`src/rtl/edge_stage_sequencer.sv`:
```
// Address/control sequencer for the 20x20 edge-detection pipeline: runs the five filter
// stages in order, scanning column strips, counting results, copying borders and committing.
module edge_stage_sequencer #(
  parameter int IMG_DIM = 20,
  parameter int ADDR_W  = 9
) (
  input  logic              i_clk,
  input  logic              i_reset,
  input  logic              i_load_end,
  input  logic              i_mod_ready,
  output logic [2:0]        o_op,
  output logic              o_kern5,
  output logic              o_col_valid,
  output logic [ADDR_W-1:0] o_col_addr,
  output logic              o_strip_start,
  output logic              o_wr_en,
  output logic              o_ang_we,
  output logic [ADDR_W-1:0] o_wr_addr,
  output logic              o_bd_en,
  output logic [ADDR_W-1:0] o_bd_dst,
  output logic [ADDR_W-1:0] o_bd_src,
  output logic              o_commit,
  output logic              o_busy,
  output logic              o_done,
  output logic              o_err
);

  typedef enum logic [2:0] {
    S_IDLE, S_SET_OP, S_PREP, S_SCAN, S_DRAIN, S_BORDER, S_COMMIT, S_DONE
  } state_t;

  localparam logic [2:0] OP_GAU = 3'd2;
  localparam logic [2:0] OP_SOB = 3'd3;
  localparam logic [2:0] OP_HYS = 3'd5;
  localparam logic [4:0] DIM_M1 = 5'(IMG_DIM - 1);

  state_t      r_state, w_state_next;
  logic [2:0]  r_op;
  logic [4:0]  r_row, r_col, r_orow, r_ocol, r_brow, r_bcol;
  logic        r_err;

  logic [4:0]  w_m, w_n, w_hi, w_src_row, w_src_col;
  logic        w_res_ok, w_brow_edge;

  function automatic logic [ADDR_W-1:0] f_addr(input logic [4:0] row, input logic [4:0] col);
    return ADDR_W'(row) * ADDR_W'(IMG_DIM) + ADDR_W'(col);
  endfunction

  // Kernel half-width, strip count and last interior index for the active op.
  assign w_m  = (r_op == OP_GAU) ? 5'd2 : 5'd1;
  assign w_n  = 5'(IMG_DIM) - (w_m << 1);
  assign w_hi = DIM_M1 - w_m;

  // A result is accepted only while scanning/draining and before the stage total is reached.
  assign w_res_ok    = ((r_state == S_SCAN) || (r_state == S_DRAIN)) && (r_orow != w_n);
  assign w_brow_edge = (r_brow < w_m) || (r_brow > w_hi);
  assign w_src_row   = (r_brow < w_m) ? w_m : ((r_brow > w_hi) ? w_hi : r_brow);
  assign w_src_col   = (r_bcol < w_m) ? w_m : ((r_bcol > w_hi) ? w_hi : r_bcol);

  always_ff @(posedge i_clk) begin
    if (i_reset) r_state <= S_IDLE;
    else         r_state <= w_state_next;
  end

  always_comb begin
    w_state_next  = r_state;
    o_op          = r_op;
    o_kern5       = (r_op == OP_GAU);
    o_busy        = (r_state != S_IDLE);
    o_err         = r_err;
    o_col_valid   = 1'b0;
    o_col_addr    = '0;
    o_strip_start = 1'b0;
    o_wr_en       = i_mod_ready & w_res_ok;
    o_ang_we      = i_mod_ready & w_res_ok & (r_op == OP_SOB);
    o_wr_addr     = '0;
    o_bd_en       = 1'b0;
    o_bd_dst      = '0;
    o_bd_src      = '0;
    o_commit      = 1'b0;
    o_done        = 1'b0;
    if (o_wr_en) o_wr_addr = f_addr(r_orow + w_m, r_ocol + w_m);
    case (r_state)
      S_IDLE:   if (i_load_end) w_state_next = S_SET_OP;
      S_SET_OP: w_state_next = S_PREP;
      S_PREP: begin
        o_strip_start = 1'b1;
        w_state_next  = S_SCAN;
      end
      S_SCAN: begin
        o_col_valid = 1'b1;
        o_col_addr  = f_addr(r_row, r_col);
        if (r_col == DIM_M1) w_state_next = (r_row == w_n - 5'd1) ? S_DRAIN : S_PREP;
      end
      S_DRAIN: if (r_orow == w_n) w_state_next = (r_op == OP_HYS) ? S_DONE : S_BORDER;
      S_BORDER: begin
        o_bd_en  = 1'b1;
        o_bd_dst = f_addr(r_brow, r_bcol);
        o_bd_src = f_addr(w_src_row, w_src_col);
        if ((r_brow == DIM_M1) && (r_bcol == DIM_M1)) w_state_next = S_COMMIT;
      end
      S_COMMIT: begin
        o_commit     = 1'b1;
        w_state_next = S_SET_OP;
      end
      S_DONE: begin
        o_done       = 1'b1;
        w_state_next = S_IDLE;
      end
      default: w_state_next = S_IDLE;
    endcase
  end

  always_ff @(posedge i_clk) begin
    if (i_reset) begin
      r_op   <= '0;
      r_row  <= '0;
      r_col  <= '0;
      r_orow <= '0;
      r_ocol <= '0;
      r_brow <= '0;
      r_bcol <= '0;
      r_err  <= 1'b0;
    end else begin
      if (i_mod_ready && !w_res_ok) r_err <= 1'b1;
      if (r_state == S_DONE)                                  r_op <= '0;
      else if (r_state != S_SET_OP && w_state_next == S_SET_OP) r_op <= r_op + 3'd1;
      if (r_state == S_SET_OP) begin
        r_row  <= '0;
        r_col  <= '0;
        r_orow <= '0;
        r_ocol <= '0;
        r_brow <= '0;
        r_bcol <= '0;
      end
      if (r_state == S_SCAN) begin
        if (r_col == DIM_M1) begin
          r_col <= '0;
          r_row <= r_row + 5'd1;
        end else begin
          r_col <= r_col + 5'd1;
        end
      end
      if (o_wr_en) begin
        if (r_ocol == w_n - 5'd1) begin
          r_ocol <= '0;
          r_orow <= r_orow + 5'd1;
        end else begin
          r_ocol <= r_ocol + 5'd1;
        end
      end
      // Interior rows jump straight from the left border band to the right one.
      if (r_state == S_BORDER) begin
        if (r_bcol == DIM_M1) begin
          r_bcol <= '0;
          r_brow <= r_brow + 5'd1;
        end else if (!w_brow_edge && (r_bcol == w_m - 5'd1)) begin
          r_bcol <= w_hi + 5'd1;
        end else begin
          r_bcol <= r_bcol + 5'd1;
        end
      end
    end
  end

endmodule

```
`config.mk`:
```
export PLATFORM = sky130hd
export DESIGN_NAME = edge_stage_sequencer
export DESIGN_NICKNAME = d
export VERILOG_FILES = /design/src/rtl/edge_stage_sequencer.sv
export SDC_FILE = /design/constraint.sdc
export NUM_CORES = 1
export LEC_CHECK = 0
export CORE_MARGIN = 2
export CORE_UTILIZATION = 58
export CTS_BUF_LIST = sky130_fd_sc_hd__clkbuf_8
export CTS_CLUSTER_SIZE = 25
export DETAILED_ROUTE_END_ITERATION = 16
export GPL_ROUTABILITY_DRIVEN = 0
export PLACE_DENSITY = 0.84
export SLEW_MARGIN = 0
export SYNTH_ARGS = -nofsm -noshare
export SYNTH_HDL_FRONTEND = slang
export SYNTH_SLANG_ARGS = --single-unit
```
`constraint.sdc`:
```
create_clock -name i_clk -period 5.9 [get_ports i_clk]
set_input_delay 1.77 -clock i_clk [delete_from_list [all_inputs] [get_ports i_clk]]
set_output_delay 1.77 -clock i_clk [all_outputs]
set_load 0.01 [all_outputs]
```
# Word-level counts from Yosys, hierarchy flattened

Cells that the tools add are included.

Add/subtract/negate cells: 18
Multiply operators: 4
Order comparisons: 4
Equal/unequal tests: 20
Mux-type cells: 38
Bitwise logic cells: 2
Reduce and logical (&&, ||, !) cells: 15

Operator list:

| operator              | number |
|---|---|
| $mux W5               | 21 |
| $add A9 B5 Y9         | 4 |
| $mux W9               | 4 |
| $add A5 B1 Y5 const B | 7 |
| $mul A5 B3 Y7 const B | 4 |
| $pmux W3 S8           | 1 |
| $eq A5 B5 Y1          | 4 |
| $eq A3 B3 Y1 const B  | 5 |
| $eq A5 B5 Y1 const B  | 3 |
| $mux W3               | 5 |
| $eq A3 B2 Y1 const B  | 4 |
| $add A5 B2 Y5         | 2 |
| $gt A5 B5 Y1          | 2 |
| $lt A5 B2 Y1          | 2 |
| $eq A3 B1 Y1 const B  | 2 |
| $reduce_bool A2 Y1    | 3 |
| $logic_and A1 B1 Y1   | 5 |
| $mux W1               | 5 |
| $ne A5 B5 Y1          | 1 |
| $sub A5 B1 Y5 const B | 1 |
| $sub A5 B2 Y5 const A | 1 |
| $sub A5 B3 Y5 const A | 1 |
| $mux W2               | 2 |
| $add A3 B1 Y3 const B | 1 |
| 8 further kinds       | 11 |

Register bits after elaboration: 37
Output and inout bits: 49

# Logic depth before layout (Yosys ltp)

Depth in word-level cells: 10
Depth in mapped cells: 18

# Least setup slack after synthesis

OpenSTA, ideal clock, no wires.

Path kind: reg2out
Start: register r_op[0] (netlist: o_op[0])
End: output o_wr_addr[8]
Data arrival time: 3.849 ns
Required time: 4.130 ns
Path slack: 0.281 ns
Cell stages (with the launch flop): 19
Buffers on the path: 0
Path through: dfxtp_1 > inv_1 > ha_1 > nand2b_1 > inv_1 > xnor2_2 > inv_1 > ha_1 > a21oi_1 > nor2_1 > xor2_1 > ha_1 > fa_1 > nand2_1 > or4_1 > a21oi_1 > a2111oi_0 > or3_1 > nand2_1

Longest elaborated chain between the ends: 7
Elaborated cells on any way between the ends: 11
Classes of those cells: add/sub: 4; mul: 1; eq/ne: 2; mux: 2; bitwise: 1; reduce/logical: 1

RTL lines:

| what                                                  | RTL line | text |
|---|---|---|
| start, declared                                       | 38       | `logic [2:0] r_op;` |
| start signal, assigned                                | 127      | `else if (r_state != S_SET_OP && w_state_next == S_SET_OP) r_op <= r_op + 3'd1;` |
| $eq A3 B2 Y1 (*)                                      | 50       | `assign w_m = (r_op == OP_GAU) ? 5'd2 : 5'd1;` |
| $mux W2 (*)                                           | 50       |  |
| branches (longest 4 deep; another with $add A9 B5 Y9) | --       |  |
| $mux W9 (*)                                           | 82       | `if (o_wr_en) o_wr_addr = f_addr(r_orow + w_m, r_ocol + w_m);` |
| end, declared                                         | 18       | `output logic [ADDR_W-1:0] o_wr_addr,` |

Every way passes the cells marked *.

# Worst setup path after layout

Ends and elaborated chain as after synthesis.

==> metrics <==
outcome=complete, no violations; Detailed Routing Iterations Pass 1=5; syn_nets=558; count leader, synth=ha_1; Max Fclk=0.172 GHz; CP bufs+invs=5; port bufs=52; Tcrit/Tclk final=98.6%; Arrival @ worst endpoint=4.05 ns; most instantiated cells after synthesis=55 x ha_1, 50 x nor2_1, 45 x a21oi_1; async set-or-reset flop fraction in the synthesized netlist=0%; WP data required=4.13 ns; Tightest Hold Check Type=flip-flop to flip-flop; Root Buffer=clkbuf_8; Psw=205 uW; CTS tree=built; Top-Level Pins=53; r2r setup slk=3.12 ns; Die Y-Extent=85.6 um; critical path peak fanout=4; Flop pwr share=37.7%; clock share of power=39.7%; Mapped Area=0.00386 mm2; die width=85.6 um; Top FF cell, synth=dfxtp_1; Critical Path, Cell by Cell=inv_2 -> ha_4 -> nand2b_4 -> inv_4 -> xnor2_2 -> inv_1 -> ha_2 -> a21oi_2 -> nor2_1 -> xor2_1 -> ha_1 -> buf_4 -> ha_1 -> a21o_1 -> or4_4 -> a21oi_2 -> a2111oi_2 -> or3_1 -> nand2_1 -> buf_2; Crit Path Class=flip-flop to primary output; remaining antenna violation count after routing=0; Slew @ Worst Pin=0.758 ns; share of cells above drive strength 1=13.9%; dpl hpwl=7.30 mm; vias per inst=6.13; number of max-slew violations in the final report=0; post-synthesis xor/xnor area fraction=7.68%; Final WS setup=0.0809 ns; relative slew slack=48.1%; WL/cell=16.0 um; # H-tree levels=2; global-route wire length before repair=17.1 mm; Synth Instances=491; Internal=500 uW; largest family of logic cells by synthesized area=simple AND/OR/NAND/NOR gates; final setup vio count=0; # placed instances=618; RSZ-0062 raised after global routing=yes; die area=0.00732 mm2; final hold vios=0; CP delay by family, top=simple AND/OR/NAND/NOR gates; grt total ovfl=0; Bufs on Longest Clock Path=2; CTS Sinks=37; via count=3877; vias in the first global route=3773; Yosys top cell by area=dfxtp_1; power per cell area=145 mW/mm2; Rows=29; setup tns final=0 ns; compound-cell area share of the yosys netlist=17.8%; Finished Cell Area=0.00487 mm2; Pleak=0.00218 uW; simple-gate portion of the synthesized area=27.0%; Yosys reg bits=37; final core occ=76.3%; clk_lat worst skew=0.30 ns; Area contributors post-synth=dfxtp_1 19%, ha_1 18%, a21oi_1 5.8%; CP peak stage delay=0.55 ns; mux contribution to synthesized area=1.59%; core area=0.00639 mm2; CTS buffer count=5; final cell count without fillers=632; Comb pwr share=22.7%; clock-pin slew on the worst setup and hold paths=0.09 ns; drt drc=0; ANT cells=0; post-route minimum period=5.82 ns; pre-CTS WS=-0.265 ns; Tot GR Track Use=28.1%; Crit-path slowest cell=or4_4; Yosys warnings=0; Setup Skew=0.00734 ns; Distinct cells, synth=55; adder-cell share of the synthesized area=22.5%; syn_area_per_cell=7.86 um2; routed wire length=10.1 mm; initial antenna violation count=0; Net Sw Frac=29.1%; CTS Hold Bufs=0; Worst VDD drop=165 uV; starting density of the core=60.4%; Post-synth EDFFs=0; initial DRC count=235; Syn-to-layout area delta=26.2%; register area share after synthesis=19.2%; Startpoint Class=flip-flop; Worst Setup End Kind=primary output; Placed Area=0.00454 mm2; net count reported at finish=621; largest net degree at the start of global routing=37; top-area cell type share of the netlist area=19.2%; Max-Cap Viols=0
==> worst min-delay path, cell delays in order (launching register included) <==
cell     delay, ns
dfxtp_1       0.32
inv_1         0.04
a21oi_1       0.05
==> layer usage <==
| layer | GRT usage (%) | part of all wire [%] |
|---|---|---|
| met1 | 35.6 | 44 |
| met2 | 49.9 | 49 |
| met3 | 3.85 | 5.2 |
| met4 | 7.94 | 1.6 |
| met5 | 0 | 0 |
==> cells in the final DEF, fill, tap and decap left out, drive strengths merged, types with 4 or more instances in the layout <==
cell and instances:
nor2 50, nand2b 9, a22oi 4, nand3b 7, a211oi 4, clkdlybuf4s50 48, nor3 13, xnor2 22
dfxtp 37, o21ai 22, ha 55, a21oi 45, inv 17, and2 20, or3 9, nor3b 5
clkbuf 5, mux2i 5, nor2b 11, a21o 12, a31oi 5, buf 30, xor2 11, nand3 23
and3 4, fa 8, nand2 37
==> metrics by stage <==
stage	hold WS (ns)	power, uW
floorplan	0.465	358
global placement	0.440	406
detailed placement	0.452	412
CTS	0.463	694
global route	0.474	730
finish	0.458	705
==> sequential cells by signal, summed over array words and instances (netlist names) <==
signal / flops
r_ocol: 5
r_orow: 5
r_bcol: 5
r_row: 5
o_err: 1
o_op: 3
r_col: 5
r_state: 3
r_brow: 5
==> cell families after synthesis <==
kind of cell	count (synthesis)
compound gates	110
fa+ha+maj	65
xor+xnor	33
mux	6
simple gates	200
buf+inv	40
flops	37
==> power by group through the flow <==
stage               Sequential, uW  Combinational [uW]  Clock (uW)
finish                         265                 160         279
detailed placement             270                 142           0
floorplan                      268                90.4           0
global route                   267                 175         288
CTS                            264                 152         278
global placement               269                 137           0
==> layout make-up <==
class / instances / area [um2]
clock buffers: 5 / 68.8
clock inverters: 3 / 68.8
fillers: 477 / 1520
inverters: 16 / 62.6
multi-input cells: 414 / 3110
flip-flops and latches: 37 / 743
well taps: 77 / 96.3
repair buffers: 80 / 723
==> what timing repair did <==
item,in CTS,in global routing
pin swaps,4,13
buffers inserted,3,3
gates resized for setup,18,30
setup endpoints to repair,5,4
==> worst paths after layout <==
kind,cells after the start,endpoint,start
hold reg to reg,2,o_err$_SDFFE_PP0P_,o_err$_SDFFE_PP0P_
setup reg to reg,7,r_ocol[4]$_SDFFE_PP0P_,r_state[1]$_SDFF_PP0_
setup / recovery,20,o_wr_addr[8],o_op[0]$_SDFFE_PP0P_
hold / removal,2,o_err$_SDFFE_PP0P_,o_err$_SDFFE_PP0P_
Note: power is estimated with default switching activity, not from simulation.
